$ cat config.mk
export PLATFORM = sky130hd
export DESIGN_NAME = codificador_prioridad_antirrebote
export DESIGN_NICKNAME = d
export VERILOG_FILES = /design/src/rtl/codificador_pkg.sv /design/src/rtl/sincronizador.sv /design/src/rtl/codificador_prioridad_antirrebote.sv
export SDC_FILE = /design/constraint.sdc
export NUM_CORES = 1
export LEC_CHECK = 0
export ABC_AREA = 1
export CAP_MARGIN = 20
export CORE_MARGIN = 2
export CORE_UTILIZATION = 45
export CTS_CLUSTER_SIZE = 24
export DETAILED_ROUTE_END_ITERATION = 6
export HOLD_SLACK_MARGIN = 0.02
export SKIP_CTS_REPAIR_TIMING = 1
export SLEW_MARGIN = 20
export SYNTH_ARGS = -nofsm -noshare
export SYNTH_HDL_FRONTEND = slang
export SYNTH_SLANG_ARGS = --single-unit
export TNS_END_PERCENT = 10
$ cat constraint.sdc
create_clock -name clk -period 3.29 [get_ports clk]
set_clock_uncertainty 0.05 [all_clocks]
set_input_delay 0.329 -clock clk [delete_from_list [all_inputs] [get_ports clk]]
set_output_delay 0.329 -clock clk [all_outputs]
set_load 0.01 [all_outputs]
$ cat src/rtl/codificador_pkg.sv
// codificador_pkg: shared FSM states, debounce default and the 8-line priority encoder
package codificador_pkg;

    localparam int DEBOUNCE_DEF = 16;

    typedef enum logic [1:0] {
        IDLE     = 2'd0,
        DEBOUNCE = 2'd1,
        HELD     = 2'd2,
        RELEASE  = 2'd3
    } estado_t;

    typedef struct packed {
        logic       any;
        logic [2:0] idx;
    } enc_t;

    // Active-low lines in, lowest pressed index wins; any=0 means nothing pressed.
    function automatic enc_t prio_enc(input logic [7:0] b_n);
        enc_t r;
        r = '0;
        for (int i = 7; i >= 0; i--) begin
            if (!b_n[i]) begin
                r.any = 1'b1;
                r.idx = 3'(i);
            end
        end
        return r;
    endfunction

endpackage

$ cat src/rtl/sincronizador.sv
// sincronizador: two-flop synchronizer, resets to all ones (released keys)
module sincronizador #(
    parameter int W = 8
) (
    input  logic         clk,
    input  logic         rst_n,
    input  logic [W-1:0] d_i,
    output logic [W-1:0] q_o
);

    logic [W-1:0] s1_q, s2_q;

    // Two back-to-back flops to tame metastability on the raw key lines.
    always_ff @(posedge clk or negedge rst_n) begin
        if (!rst_n) begin
            s1_q <= '1;
            s2_q <= '1;
        end else begin
            s1_q <= d_i;
            s2_q <= s1_q;
        end
    end

    assign q_o = s2_q;

endmodule

$ cat src/rtl/codificador_prioridad_antirrebote.sv
// codificador_prioridad_antirrebote: debounced 8-key priority encoder with valid strobe and held flag.
// Optional macro ECHO_ANODE_EN adds a registered active-low one-hot echo an_n of the held key.
module codificador_prioridad_antirrebote
    import codificador_pkg::*;
#(
    parameter int DEBOUNCE_CYCLES = DEBOUNCE_DEF
) (
    input  logic       clk,
    input  logic       rst_n,
    input  logic [7:0] btn_n,
`ifdef ECHO_ANODE_EN
    output logic [7:0] an_n,
`endif
    output logic [2:0] code,
    output logic       valid,
    output logic       held
);

    localparam logic [7:0] LAST = 8'(DEBOUNCE_CYCLES - 1);

    logic [7:0] sync_q;
    enc_t       enc_q;
    estado_t    state_q, state_d;
    logic [7:0] cnt_q, cnt_d, cnt_inc;
    logic [2:0] cand_q, cand_d;
    logic [2:0] code_q, code_d;
    logic       valid_q, valid_d;
    logic       held_q, held_d;

    sincronizador #(.W(8)) u_sync (
        .clk   (clk),
        .rst_n (rst_n),
        .d_i   (btn_n),
        .q_o   (sync_q)
    );

    assign cnt_inc = (cnt_q == 8'hFF) ? cnt_q : cnt_q + 8'd1;

    // Next-state logic: debounce a press, accept once, then debounce the release.
    always_comb begin
        state_d = state_q;
        cnt_d   = cnt_q;
        cand_d  = cand_q;
        code_d  = code_q;
        valid_d = 1'b0;
        held_d  = held_q;
        unique case (state_q)
            IDLE: begin
                if (enc_q.any) begin
                    cand_d  = enc_q.idx;
                    cnt_d   = '0;
                    state_d = DEBOUNCE;
                end
            end
            DEBOUNCE: begin
                if (!enc_q.any || enc_q.idx != cand_q) begin
                    cnt_d   = '0;
                    state_d = IDLE;
                end else if (cnt_q == LAST) begin
                    code_d  = cand_q;
                    valid_d = 1'b1;
                    held_d  = 1'b1;
                    state_d = HELD;
                end else begin
                    cnt_d = cnt_inc;
                end
            end
            HELD: begin
                if (!enc_q.any) begin
                    cnt_d   = '0;
                    state_d = RELEASE;
                end
            end
            RELEASE: begin
                if (enc_q.any) begin
                    cnt_d   = '0;
                    state_d = HELD;
                end else if (cnt_q == LAST) begin
                    cnt_d   = '0;
                    held_d  = 1'b0;
                    state_d = IDLE;
                end else begin
                    cnt_d = cnt_inc;
                end
            end
            default: state_d = IDLE;
        endcase
    end

    // Encoder register plus FSM state, counter and output registers.
    always_ff @(posedge clk or negedge rst_n) begin
        if (!rst_n) begin
            enc_q   <= '0;
            state_q <= IDLE;
            cnt_q   <= '0;
            cand_q  <= '0;
            code_q  <= '0;
            valid_q <= 1'b0;
            held_q  <= 1'b0;
        end else begin
            enc_q   <= prio_enc(sync_q);
            state_q <= state_d;
            cnt_q   <= cnt_d;
            cand_q  <= cand_d;
            code_q  <= code_d;
            valid_q <= valid_d;
            held_q  <= held_d;
        end
    end

    assign code  = code_q;
    assign valid = valid_q;
    assign held  = held_q;

`ifdef ECHO_ANODE_EN
    logic [7:0] an_n_q;

    // Echo register built from next-state so it moves together with held and code.
    always_ff @(posedge clk or negedge rst_n) begin
        if (!rst_n) an_n_q <= 8'hFF;
        else        an_n_q <= held_d ? ~(8'd1 << code_d) : 8'hFF;
    end

    assign an_n = an_n_q;
`endif

endmodule

==> results of run 1 <==
-- power by group through the flow --
stage	Sequential (W)	Clock, W	Combinational (W)
floorplan	0.000559	0	0.000275
global placement	0.000584	0	0.000311
detailed placement	0.000589	0	0.000322
CTS	0.000580	0.000385	0.000324
global route	0.000589	0.000407	0.000361
finish	0.000582	0.000369	0.000320
-- registers in the layout (all words and copies together) (netlist names) --
register     cells
u_sync.s1_q      8
code             3
cand_q           3
state_q          2
enc_q            4
u_sync.q_o       8
valid            1
cnt_q            8
held             1
-- layout make-up --
type	instances	area share
sequential	38	0.478
multi-input combinational	122	0.316
timing repair buffer	15	0.0727
clock buffer	8	0.0549
inverter	26	0.0481
tap	48	0.0296
-- kinds of logic (layout without fill, tap and decap cells) --
logic type	after synthesis	in the layout	share of synthesized area
AND/OR/NAND/NOR	96	96	0.280
XOR/XNOR	3	3	0.0153
AO/OA/AOI/OAI	22	22	0.0704
flip-flops	38	38	0.564
adder cells (fa/ha/maj)	1	1	0.00726
buffers and inverters	28	49	0.0639
-- path summary, 6_finish.rpt --
path,startpoint,to,slack (ps),cells after the start
setup / recovery,cnt_q[0],cnt_q[2],1630,7
min in group asynchronous,rst_n,code[2],400,2
max in group asynchronous,rst_n,u_sync.s1_q[6],2430,2
hold / removal,u_sync.s1_q[4],u_sync.q_o[4],300,0
setup reg to reg,cnt_q[0],cnt_q[2],1630,7
hold reg to reg,u_sync.s1_q[4],u_sync.q_o[4],300,0
-- per-stage QoR --
stage           util  worst slack (ps)  power, W  cell area [µm²]
2_1_floorplan      -              1850  0.000834             1720
3_5_place_dp   0.524              1670  0.000911             1920
5_1_grt        0.554              1530   0.00136             2030
3_3_place_gp   0.524              1700  0.000895             1920
4_1_cts        0.554              1650   0.00129             2030
6_report       0.554              1630   0.00127             2030
-- per-layer routing --
| layer | part of all wire | track usage |
|---|---|---|
| met4 | 0.0067 | 0.0625 |
| met5 | 0 | 0 |
| met3 | 0.044 | 0.0460 |
| met1 | 0.43 | 0.183 |
| met2 | 0.52 | 0.283 |
-- critical path, stage by stage (launching register included) --
cell and delay (ps):
dfrtp_1 430, ha_1 240, nand3_1 180, inv_1 60
nand2_1 190, o21ai_0 200, nand3_1 120, nand3_1 70
-- placed cells by master, fill, tap and decap left out, types with 2 or more instances in the layout --
| cell type | Yosys | layout |
|---|---|---|
| nor2_4 | 3 | 3 |
| nand3_2 | 2 | 2 |
| nand4_1 | 3 | 3 |
| dfstp_2 | 16 | 16 |
| xnor2_1 | 2 | 2 |
| nand3_1 | 14 | 14 |
| o21ai_0 | 11 | 11 |
| nor2_1 | 9 | 9 |
| dfrtp_1 | 22 | 22 |
| clkbuf_8 | 0 | 6 |
| nor3_1 | 3 | 3 |
| nor2_2 | 3 | 3 |
| a21oi_1 | 2 | 2 |
| nand2_1 | 53 | 53 |
| o21ai_1 | 5 | 5 |
| nand2_4 | 2 | 2 |
| clkdlybuf4s50_1 | 0 | 14 |
| inv_2 | 3 | 3 |
| inv_1 | 22 | 22 |
==> run_results.csv, run 1 <==
group,metric,value,unit
logic_synthesis,synth.area.top_cells,"dfrtp_1 32%, dfstp_2 24%, nand2_1 12%",
cts,clk_latency,280,ps
grt,grt_overflow,0,
cts,h-tree-depth,2,
cts,numCtsBuffers,5,
final_layout,ff_latch_area,971,µm²
sta,clock.fmax,0.604,GHz
logic_synthesis,yosysTopAreaCell,"dfrtp_1",
hold_path,hold_class,"register to register",
final_layout,nets,219,
detailed_routing,drt-wirelength-per-cell,11.1,µm
floorplanning,die_w,65.9,µm
sta,tightest_slew,450,ps
logic_synthesis,yosysTopAreaCellShare,0.320,
power,combPwrFrac,0.252,
run_status,status,"completed",
sta,holdWs,304,ps
final_layout,fill_cells,320,
power,p_sw,0.000423,W
grt,grt_pass1_vias,1264,
final_layout,n_antenna_cell,0,
logic_synthesis,avgSynthCellArea,9.16,µm²
logic_synthesis,synth_area,0.00172,mm²
cts,cts_tree,"yes",
power,clkPwrFrac,0.290,
sta,fin_crit_sh,0.503,
logic_synthesis,async_reset_ff_frac,1.00,
logic_synthesis,synth-seq-area-share,0.564,
detailed_routing,drt_first_iter_violations,62,
placed_design,placed_cells_incl_taps,249,
setup_path,end_kind,"register",
cts,clock_sinks,38,
sta,setup_viol,0,
logic_synthesis,synth_most_common_cell,"nand2_1",
placed_design,gp_congestion,0.860,
power,powerDensity,626,mW/mm²
detailed_routing,antenna_left,0,
grt,grt_pass1_wl,5250,µm
power,ir_worst_vdd,392,µV
setup_path,cp.required,3410,ps
grt,grt_max_degree,39,
final_layout,drive_above_1_share,0.201,
grt,track_usage,0.161,
floorplanning,design.core.area,0.00366,mm²
sta,rsz0062_at_grt,"false",
sta,fin_crit,1660,ps
final_layout,area.growth.synth_to_final,17.8,%
power,intPower,0.000848,W
floorplanning,die_area,0.00434,mm²
power,leakagePower,0.967,nW
sta,tns,0,ps
logic_synthesis,synth-seq-cells,38,
cts,clock_path_buffers,2,
floorplanning,io_pins,15,
cts,cts_root_buf,"clkbuf_8",
detailed_routing,routed-via-count,1254,
logic_synthesis,synth_commonest_cells,"53 x nand2_1, 22 x dfrtp_1, 22 x inv_1",
logic_synthesis,yosys_most_used_dff,"dfrtp_1",
detailed_routing,firstDrtPassIters,4,
setup_path,cp_max_fo,7,
sta,maxSlewViolCount,0,
cts,cts.reportedPaths.clkPinSlew,70,ps
floorplanning,initial_core_util,0.471,
setup_path,crit_arrival,1780,ps
logic_synthesis,synth_nets,199,
placed_design,dp_hpwl,2090,µm
logic_synthesis,netlist_instances,188,
power,seqPwrFrac,0.458,
placed_design,port_buffers,14,
detailed_routing,drc_errors,0,
grt,antenna_found_initial,0,
setup_path,crit_type,"register to register",
sta,slew_headroom,0.700,
detailed_routing,routed_wl,2860,µm
logic_synthesis,yosysWarnings,0,
detailed_routing,viasPerCell,4.88,
final_layout,finalNonFillerCells,257,
floorplanning,die_y,65.9,µm
flow_run,maxCapViolCount,0,
floorplanning,row_count,22,
power,switching_share,0.333,
logic_synthesis,synth_cell_types,30,
sta,finalHoldViolCount,0,
final_layout,multi_input_area,642,µm²
logic_synthesis,synth_edf_count,0,
setup_path,cp-start-kind,"register",
Power figures use the tool's default switching activity.
==> run 2, diff against run 1 <==
--- a/config.mk
+++ b/config.mk
@@ -12,6 +12,7 @@
 export CTS_CLUSTER_SIZE = 24
 export DETAILED_ROUTE_END_ITERATION = 6
 export HOLD_SLACK_MARGIN = 0.02
+export PLACE_DENSITY = 0.67
 export SKIP_CTS_REPAIR_TIMING = 1
 export SLEW_MARGIN = 20
 export SYNTH_ARGS = -nofsm -noshare
==> constraint.sdc (replaced) <==
create_clock -name clk -period 1.52 [get_ports clk]
set_clock_uncertainty 0.05 [all_clocks]
set_input_delay 0.152 -clock clk [delete_from_list [all_inputs] [get_ports clk]]
set_output_delay 0.152 -clock clk [all_outputs]
set_load 0.01 [all_outputs]
==> run_results.csv, run 2 (synthesis gave the netlist of run 1 again) <==
group,metric,value,unit
run_status,status,"completed",
setup_path,end_kind,"register",
detailed_routing,routed_wl,3110,µm
placed_design,dp_hpwl,2250,µm
detailed_routing,firstDrtPassIters,4,
floorplanning,design.core.area,0.00366,mm²
final_layout,area.growth.synth_to_final,25.2,%
sta,rsz0062_at_grt,"true",
power,powerDensity,1350,mW/mm²
sta,slew_headroom,0.804,
setup_path,r2r_slack,110,ps
setup_path,crit_type,"register to register",
placed_design,gp_congestion,0.831,
sta,tightest_slew,293,ps
setup_path,cp_cell_sequence,"nand2_1 -> clkinv_1 -> nand2_1 -> nor2_2 -> nor2_4 -> nand2_4 -> nand3_1 -> nand2_1",
power,ir_worst_vdd,727,µV
cts,h-tree-depth,2,
setup_path,cp-start-kind,"register",
sta,fin_crit_sh,0.928,
grt,grt_max_degree,39,
setup_path,cp_max_fo,8,
sta,fin_crit,1410,ps
detailed_routing,routed-via-count,1302,
detailed_routing,drt-wirelength-per-cell,11.6,µm
sta,setup_viol,0,
cts,clk_latency,300,ps
floorplanning,die_y,65.9,µm
final_layout,final_common_cell,"nand2_1",
power,leakagePower,1.01,nW
setup_path,crit_path_top_delay_cell,"dfrtp_1",
final_layout,drive_above_1_share,0.274,
placed_design,port_buffers,14,
floorplanning,row_count,22,
hold_path,hold_class,"input port to asynchronous set/reset pin",
grt,antenna_found_initial,0,
flow_run,maxCapViolCount,0,
setup_path,path_common_cell,"nand2_1",
detailed_routing,viasPerCell,4.88,
final_layout,multi_input_area,677,µm²
placed_design,placed_cells_incl_taps,258,
detailed_routing,antenna_left,0,
grt,grt_pass1_wl,5370,µm
sta,maxSlewViolCount,0,
cts,clock_path_buffers,2,
cts,clock_sinks,38,
cts,numCtsBuffers,5,
final_layout,n_antenna_cell,0,
setup_path,cp.required,1660,ps
sta,finalHoldViolCount,0,
final_layout,layout_common_cells,"52 x nand2_1, 22 x inv_1, 20 x dfrtp_1",
setup_path,critPathMaxStageDelay,480,ps
floorplanning,initial_core_util,0.471,
setup_path,crit_arrival,1550,ps
cts,cts.reportedPaths.clkPinSlew,80,ps
grt,grt_overflow,0,
detailed_routing,drc_errors,0,
grt,grt_pass1_vias,1266,
final_layout,fill_cells,303,
grt,track_usage,0.168,
floorplanning,die_area,0.00434,mm²
final_layout,finalNonFillerCells,267,
cts,cts_root_buf,"clkbuf_8",
floorplanning,io_pins,15,
final_layout,nets,229,
final_layout,ff_latch_area,973,µm²
cts,cts_tree,"yes",
final_layout,final_util,0.589,
detailed_routing,drt_first_iter_violations,115,
floorplanning,die_w,65.9,µm
sta,clock.fmax,0.709,GHz
run 2: cell types whose count changed in the layout (fill, tap and decap cells not counted), sizes merged:
| cell | previous run | this run |
|---|---|---|
| bufinv | 0 | 1 |
| clkbuf | 8 | 5 |
| clkinvlp | 0 | 2 |
| buf | 1 | 11 |
run 2: critical path, delay by kind of cell, from the launching register on:
| family | cells | cell delay, ps |
|---|---|---|
| AND/OR/NAND/NOR | 7 | 640 |
| flip-flops | 1 | 480 |
| buffers and inverters | 1 | 130 |
run 2: power by group:
| part | leakage (nW) | switching [W] | internal (W) |
|---|---|---|---|
| combinational | 0.505 | 0.000507 | 0.000320 |
| sequential | 0.459 | 0.000104 | 0.00113 |
| clock | 0.0504 | 0.000361 | 0.000488 |
run 2: layout make-up:
cell class | instances | area share
Multi-Input combinational cell | 122 | 0.314
Sequential cell | 38 | 0.451
Clock inverter | 3 | 0.0209
Timing Repair Buffer | 25 | 0.109
Clock buffer | 5 | 0.0319
Tap cell | 48 | 0.0278
Inverter | 26 | 0.0452
run 2: worst paths after layout:
check | startpoint | cells past startpoint | endpoint
setup reg to reg | state_q[1] | 8 | cnt_q[4]
hold reg to reg | u_sync.s1_q[6] | 0 | u_sync.q_o[6]
hold / removal | rst_n | 2 | cnt_q[2]
min in group clk | btn_n[0] | 1 | u_sync.s1_q[0]
setup / recovery | state_q[1] | 8 | cnt_q[4]
max in group asynchronous | rst_n | 2 | u_sync.q_o[6]
run 2: per-stage QoR:
stage | total power (W) | hold slack [ps] | TNS (ps) | cell area, µm² | setup slack [ps]
after detailed placement | 0.00205 | 297 | 0 | 2000 | 1.13
after global placement | 0.00201 | 296 | 0 | 2000 | 54.7
after global routing | 0.00310 | 187 | -17.9 | 2160 | -8.80
after CTS | 0.00292 | 170 | -28.4 | 2110 | -15.5
after floorplan | 0.00181 | -194 | 0 | 1720 | 75.6
final | 0.00291 | 169 | 0 | 2160 | 109
run 2: metal layers:
metal / track usage / vias to the layer above / part of all wire
met1: 0.181 / 614 / 0.42
met3: 0.0426 / 7 / 0.049
met4: 0.0885 / 0 / 0.021
li1: - / 650 / -
met2: 0.298 / 31 / 0.51
met5: 0 / - / 0
==> run 3, diff against run 2 <==
--- a/config.mk
+++ b/config.mk
@@ -6,7 +6,7 @@
 export NUM_CORES = 1
 export LEC_CHECK = 0
 export ABC_AREA = 1
-export CAP_MARGIN = 20
+export CAP_MARGIN = 10
 export CORE_MARGIN = 2
 export CORE_UTILIZATION = 45
 export CTS_CLUSTER_SIZE = 24
==> results of run 3 <==
The final DEF is identical to that of run 2; final timing and power are the same.
